`config.mk`:
```
export PLATFORM = sky130hd
export DESIGN_NAME = seq_detector_moore_param_flat
export DESIGN_NICKNAME = d
export VERILOG_FILES = /design/src/rtl/seq_detector_moore_param_if.sv /design/src/rtl/seq_detector_moore_param.sv /design/src/flat_wrapper.sv
export SDC_FILE = /design/constraint.sdc
export NUM_CORES = 1
export LEC_CHECK = 0
export ABC_AREA = 1
export ABC_CLOCK_PERIOD_IN_PS = 900
export CAP_MARGIN = 15
export CORE_AREA = 4 4 41 43
export CTS_BUF_LIST = sky130_fd_sc_hd__clkbuf_2 sky130_fd_sc_hd__clkbuf_4 sky130_fd_sc_hd__clkbuf_8
export DETAILED_ROUTE_END_ITERATION = 6
export DIE_AREA = 0 0 45 47
export SLEW_MARGIN = 15
export SYNTH_ARGS = -nofsm -noshare
export SYNTH_HDL_FRONTEND = slang
export SYNTH_SLANG_ARGS = --single-unit
export TNS_END_PERCENT = 5
```
`constraint.sdc`:
```
create_clock -name clk -period 0.9 [get_ports clk]
set_clock_uncertainty 0.05 [all_clocks]
set_input_delay 0.135 -clock clk [delete_from_list [all_inputs] [get_ports clk]]
set_output_delay 0.135 -clock clk [all_outputs]
set_load 0.005 [all_outputs]
```
`src/rtl/seq_detector_moore_param_if.sv`:
```
// Serial-stream bundle for seq_detector_moore_param: sample bit, enable, clear, match flag, debug state, match count.
interface seq_detector_moore_param_if #(
   parameter int PAT_LEN = 4,
   parameter int CNT_W   = 8
);
   localparam int ST_W = $clog2(PAT_LEN + 1);

   logic             x;
   logic             en;
   logic             clr;
   logic             Z;
   logic [ST_W-1:0]  state_o;
   logic [CNT_W-1:0] match_cnt;

   modport master (output x, en, clr, input Z, state_o, match_cnt);
   modport slave  (input x, en, clr, output Z, state_o, match_cnt);
endinterface

```
`src/rtl/seq_detector_moore_param.sv`:
```
// Parametrised Moore sequence detector with a KMP next-state table built at elaboration; Z registered, one cycle after the last bit.
// Optional saturating match counter enabled by macro SEQDET_COUNT_EN (counter tied to 0 otherwise).
module seq_detector_moore_param #(
   parameter int                 PAT_LEN = 4,
   parameter logic [PAT_LEN-1:0] PATTERN = 4'b1011,
   parameter bit                 OVERLAP = 1'b1,
   parameter int                 CNT_W   = 8
) (
   input  logic clk,
   input  logic rst_n,
   seq_detector_moore_param_if.slave bus
);
   localparam int ST_W = $clog2(PAT_LEN + 1);
   typedef logic [ST_W-1:0] state_t;
   localparam state_t S_IDLE  = '0;
   localparam state_t S_MATCH = state_t'(PAT_LEN);

   if (PAT_LEN < 2 || PAT_LEN > 16) begin : g_bad_len
      $error("seq_detector_moore_param: PAT_LEN must be in 2..16");
   end

   // Longest prefix of PATTERN that is a suffix of (first s pattern bits, then b).
   function automatic int delta(input int s, input logic b);
      int   kmax;
      int   j;
      logic ok;
      logic sb;
      delta = 0;
      kmax  = (s + 1 > PAT_LEN) ? PAT_LEN : s + 1;
      for (int k = 1; k <= kmax; k++) begin
         ok = 1'b1;
         for (int i = 0; i < k; i++) begin
            j  = s + 1 - k + i;
            sb = (j < s) ? PATTERN[PAT_LEN-1-j] : b;
            if (sb != PATTERN[PAT_LEN-1-i]) ok = 1'b0;
         end
         if (ok) delta = k;
      end
   endfunction

   function automatic int fail_len();
      logic ok;
      fail_len = 0;
      for (int k = 1; k < PAT_LEN; k++) begin
         ok = 1'b1;
         for (int i = 0; i < k; i++)
            if (PATTERN[k-1-i] != PATTERN[PAT_LEN-1-i]) ok = 1'b0;
         if (ok) fail_len = k;
      end
   endfunction

   localparam int F_FULL = fail_len();

   state_t w_nxt0 [0:PAT_LEN];
   state_t w_nxt1 [0:PAT_LEN];

   // The MATCH row reuses the row of the state it falls back to.
   for (genvar gs = 0; gs <= PAT_LEN; gs++) begin : g_tbl
      localparam int BASE = (gs == PAT_LEN) ? (OVERLAP ? F_FULL : 0) : gs;
      localparam int N0   = delta(BASE, 1'b0);
      localparam int N1   = delta(BASE, 1'b1);
      assign w_nxt0[gs] = state_t'(N0);
      assign w_nxt1[gs] = state_t'(N1);
   end

   state_t r_state;
   state_t w_state_nxt;

   always_ff @(posedge clk or negedge rst_n) begin
      if (!rst_n) r_state <= S_IDLE;
      else        r_state <= w_state_nxt;
   end

   always_comb begin
      w_state_nxt = r_state;
      if (bus.clr)
         w_state_nxt = S_IDLE;
      else if (bus.en)
         w_state_nxt = bus.x ? w_nxt1[r_state] : w_nxt0[r_state];
   end

   assign bus.Z       = (r_state == S_MATCH);
   assign bus.state_o = r_state;

`ifdef SEQDET_COUNT_EN
   logic [CNT_W-1:0] r_cnt;

   always_ff @(posedge clk or negedge rst_n) begin
      if (!rst_n)
         r_cnt <= '0;
      else if (bus.clr)
         r_cnt <= '0;
      else if (bus.en && w_state_nxt == S_MATCH && r_cnt != {CNT_W{1'b1}})
         r_cnt <= r_cnt + CNT_W'(1);
   end

   assign bus.match_cnt = r_cnt;
`else
   assign bus.match_cnt = '0;
`endif
endmodule

```
`src/flat_wrapper.sv`:
```
// flat-port wrapper written by rule: the top's interface ports become plain ports
module seq_detector_moore_param_flat 
#(
   parameter int                 PAT_LEN = 4,
   parameter logic [PAT_LEN-1:0] PATTERN = 4'b1011,
   parameter bit                 OVERLAP = 1'b1,
   parameter int                 CNT_W   = 8
)
  (clk, rst_n, bus_x, bus_en, bus_clr, bus_Z, bus_state_o, bus_match_cnt);
  seq_detector_moore_param_if #(.PAT_LEN(PAT_LEN), .CNT_W(CNT_W)) bus_i ();
  input  logic clk;
  input  logic rst_n;
  input wire logic [$bits(bus_i.x)-1:0] bus_x;
  input wire logic [$bits(bus_i.en)-1:0] bus_en;
  input wire logic [$bits(bus_i.clr)-1:0] bus_clr;
  output wire logic [$bits(bus_i.Z)-1:0] bus_Z;
  output wire logic [$bits(bus_i.state_o)-1:0] bus_state_o;
  output wire logic [$bits(bus_i.match_cnt)-1:0] bus_match_cnt;
  assign bus_i.x = bus_x;
  assign bus_i.en = bus_en;
  assign bus_i.clr = bus_clr;
  assign bus_Z = bus_i.Z;
  assign bus_state_o = bus_i.state_o;
  assign bus_match_cnt = bus_i.match_cnt;
  seq_detector_moore_param #(.PAT_LEN(PAT_LEN), .PATTERN(PATTERN), .OVERLAP(OVERLAP), .CNT_W(CNT_W)) u_core (.clk(clk), .rst_n(rst_n), .bus(bus_i));
endmodule
```
# Yosys cells after proc, flatten, opt, wreduce, memory -nomap -nowiden
# Memory sizes are Yosys's and may differ from the RTL's.
# Index checks and enable logic that the tools add are counted.
# word_totals
latchBits	0
rom_bits	48
output_inout_bits	12
mem_count	2
register_bits	3
ram_bits	0
wordCells	14
# mem_list
name	words	width	read_ports	rd_clocked_by_memory_dff	wr	line_no	source
(name not given)	8	3	1	0	0	seq_detector_moore_param.sv:79	w_state_nxt = bus.x ? w_nxt1[r_state] : w_nxt0[r_state];
(name not given)	8	3	1	0	0	seq_detector_moore_param.sv:79	
# classes
n_lt_le_gt_ge	1
bitwise_logic	1
n_div	0
shift	0
add_sub_neg	0
mux	7
n_reduce_logical	1
eq_ne	1
n_mul	0
# op_table
cell	n
two-way mux 3 bit	7
greater-or-equal comparator 4 bit, second input constant	1
inverter 3 -> 4 bit	1
== test 3 bit, second input constant	1
nonzero test 2 bit	1

# Logic depth before layout (Yosys ltp)
# logic_depth
ltp_word	7
ltp_mapped	4
mapped_depth_nobuf	4

# Worst setup path after synthesis
# Ideal clock, no wire load.
# synth_timing
path_kind	register -> register
from	register u_core.r_state[0], in the netlist u_core.bus.state_o[0]
to	register u_core.r_state[1], in the netlist u_core.bus.state_o[1]
stages_incl_launch_ff	5
arrival_time_ns	0.668
synth_period_minus_slack_ns	0.835
setup_slack_ns	0.065
cell_sequence	dfrtp_1 -> nor2_1 -> nand2_1 -> nand3_1 -> nand2_1
# synth_between
elab_chain_cells	7
word_cells_on_any_way	10
cone_classes	mux (7); bitwise (1); memory (2)
# synth_rtl
item	line_no	source
start: declaration	seq_detector_moore_param.sv:66	state_t r_state;
start signal: assignment	seq_detector_moore_param.sv:71	else r_state <= w_state_nxt;
inverter 3 -> 4 bit (not written as such) *	seq_detector_moore_param.sv:79	
memory (8 x 3 bit)	--	
two-way mux 3 bit (not written as such) (2 in a row)	seq_detector_moore_param.sv:79	
two-way mux 3 bit *	seq_detector_moore_param.sv:79	
two-way mux 3 bit *	seq_detector_moore_param.sv:78	else if (bus.en)
two-way mux 3 bit *	seq_detector_moore_param.sv:76	if (bus.clr)
# Every way passes the cells marked *; elsewhere a longest branch is shown, timed or not. The select of a mux whose other input is x is not followed.
# A chain may end at the register's enable or synchronous reset.

# Worst setup path after layout
# layout_timing
from	register u_core.r_state[1], in the netlist u_core.bus.state_o[1]
to	output bus_Z
# layout_between
elab_chain_cells	1
# layout_rtl
item	line_no	source
== test 3 bit	seq_detector_moore_param.sv:82	assign bus.Z = (r_state == S_MATCH);
end: declaration	flat_wrapper.sv:16	output wire logic [$bits(bus_i.Z)-1:0] bus_Z;
# Every way passes these cells.

==> flow_metrics.py <==
metrics = {
    "route": {
        "wl_per_cell_um": 7.69,
        "dr.first_iter.drc_count": 2,
        "num_vias": 227,
        "postRouteAntennaNets": 0,
        "wirelength_um": 492,
        "first_pass_iters": 2,
        "vias_per_cell": 3.55,
        "drcViolationCount": 0,
    },
    "die": {
        "die_x_um": 45,
        "die-area_um2": 2120,
        "start_util_pct": 17.4,
        "core-area_um2": 1300,
        "row_count": 13,
        "num_io_pins": 17,
        "die_h_um": 47,
    },
    "global_route": {
        "track_usage_pct": 4.91,
        "overflow": 0,
        "grt_pass1_vias": 214,
        "grt_max_degree": 5,
        "antenna_found_initial": 0,
        "grt_pass1_wl_um": 717,
    },
    "placement": {
        "gp_congestion": 0.670,
        "dp_hpwl_um": 371,
        "io_buffers": 8,
        "dpl_cell_area_um2": 314,
        "dp.cells": 57,
    },
    "synth": {
        "ys_seq_area_share_pct": 33.1,
        "syn_inst": 32,
        "ys_ff_latch": 3,
        "syn_area_per_cell_um2": 7.08,
        "ys_warn_count": 0,
        "synth_cell_types": 10,
        "synth_area_um2": 226,
    },
    "clocking": {
        "cts-root-buf": "clkbuf_4",
        "cts_made_buffers": 3,
        "clock_sinks": 3,
        "clockBufferDepth": 2,
        "hold_buffers": 0,
        "worst_skew_pair.late_latency_ns": 0.23,
        "clkTransAtPathRegs_ns": 0.04,
        "cts_tree": "yes",
        "htree_levels": 1,
    },
    "sta": {
        "whs_ns": 0.0378,
        "fmax_mhz": 920,
        "setup_viol": 7,
        "min_period_over_period_pct": 121,
        "rsz0062_at_grt": "yes",
        "maxSlewViolCount": 0,
        "fin_ws_ns": -0.187,
        "hold_viol": 0,
        "fin_crit_ns": 1.09,
    },
    "setup_path": {
        "cp_max_fo": 2,
        "setup.worst_path.end_class": "output pin",
        "path_class": "reg2out",
        "crit_chain": "nor3b_2 > buf_2",
        "crit_family": "flip-flops",
        "critPathSlowestCell": "dfrtp_1",
        "worstPathRequired_ns": 0.71,
        "crit_arrival_ns": 0.90,
        "worst_setup_path_start_kind": "flip-flop",
        "max_stage_delay_ns": 0.39,
        "path_buf_inv": 1,
    },
    "final_layout": {
        "drive_above_1_share_pct": 34.7,
        "antenna_cells": 0,
        "stdcell_area_um2": 393,
        "syn_to_final_growth_pct": 73.5,
        "largest_register_ffs": 3,
        "utilization_pct": 30.2,
        "final_cells": 64,
        "layout.nets": 55,
    },
    "outcome": {
        "status": "complete, but fails checks",
        "violations": "negative setup slack",
    },
    "worst_hold_path": {
        "hold_path_class": "in2async",
    },
    "run": {
        "drv_cap": 0,
    },
    "pwr": {
        "p_per_area_nw_per_um2": 1250,
        "irDropWorstVdd_mv": 0.310,
        "p_leak_nw": 0.227,
    },
}
-- layout by cell type, fill, tap and decap left out, types with 2 or more instances in the layout --
cell type / instances
buf_4: 2
clkbuf_4: 4
nor2_1: 3
conb_1: 8
nand2_1: 7
buf_6: 7
clkdlybuf4s50_1: 4
dfrtp_1: 3
nand3_1: 3
inv_1: 2
-- area by class of cell --
type                            instances  area, µm²
Fill cell                             154        908
Inverter                                2       7.51
Sequential cell                         3       75.1
Clock buffer                            4       30.0
Timing Repair Buffer                   14        139
Multi-Input combinational cell         26        123
Tap cell                               15       18.8
-- per-stage QoR --
step / setup TNS (ns) / power (mW) / worst slack [ns]
3_5_place_dp: -1.59 / 0.210 / -0.357
6_report: -0.892 / 0.491 / -0.187
5_1_grt: -1.20 / 0.513 / -0.255
4_1_cts: -0.967 / 0.499 / -0.202
2_1_floorplan: 0 / 0.193 / 0.0651
3_3_place_gp: -1.56 / 0.209 / -0.343
-- power by group --
group	internal [mW]	switching, mW	total (mW)
Combinational	0.0454	0.0371	0.0825
Sequential	0.140	0.00369	0.144
Clock	0.196	0.0685	0.265
Total	0.382	0.109	0.491
-- routing by layer --
layer | track usage (%) | up-vias | wire length [µm]
li1 | - | 118 | -
met4 | 7.02 | 0 | 0
met5 | 0 | - | 0
met1 | 4.13 | 99 | 146
met2 | 9.04 | 10 | 293
met3 | 0 | 0 | 51
-- Yosys cell counts --
master	n	share of area (%)
nor2_2	1	2.8
nor2_1	3	5.0
buf_4	8	27
conb_1	1	1.7
nor3b_1	1	3.3
o21ai_0	2	4.4
nand3_1	3	6.6
nand2_1	8	13
inv_1	2	3.3
dfrtp_1	3	33
-- cells by family (layout without fill, tap and decap cells) --
kind of cell           count (synthesis)  in the layout  synth area share, %
buffers and inverters                 10             20                 29.8
AOI/OAI and AO/OA                      2              2                 4.42
other                                  1              8                 1.66
DFF                                    3              3                 33.1
and+or+nand+nor                       16             16                 30.9
-- path summary, 6_finish.rpt --
check / startpoint / to / slack, ns / depth (start not counted)
worst max-delay path: u_core.bus.state_o[1] / bus_Z / -0.19 / 2
worst min-delay path: rst_n / u_core.bus.state_o[0] / 0.04 / 1
worst max register to register: u_core.bus.state_o[2] / u_core.bus.state_o[1] / -0.17 / 6
worst min register to register: u_core.bus.state_o[2] / u_core.bus.state_o[2] / 0.64 / 4
max in group asynchronous: rst_n / u_core.bus.state_o[1] / 0.62 / 1
min in group clk: bus_x / u_core.bus.state_o[2] / 0.50 / 3
-- repair_timing --
item,CTS,global route
pin swaps,1,1
setup buffers,3,0
resized for setup,26,1
endpoints found under the setup margin,6,7
hold endpoints to repair,0,0
(Power assumes the default switching activity.)
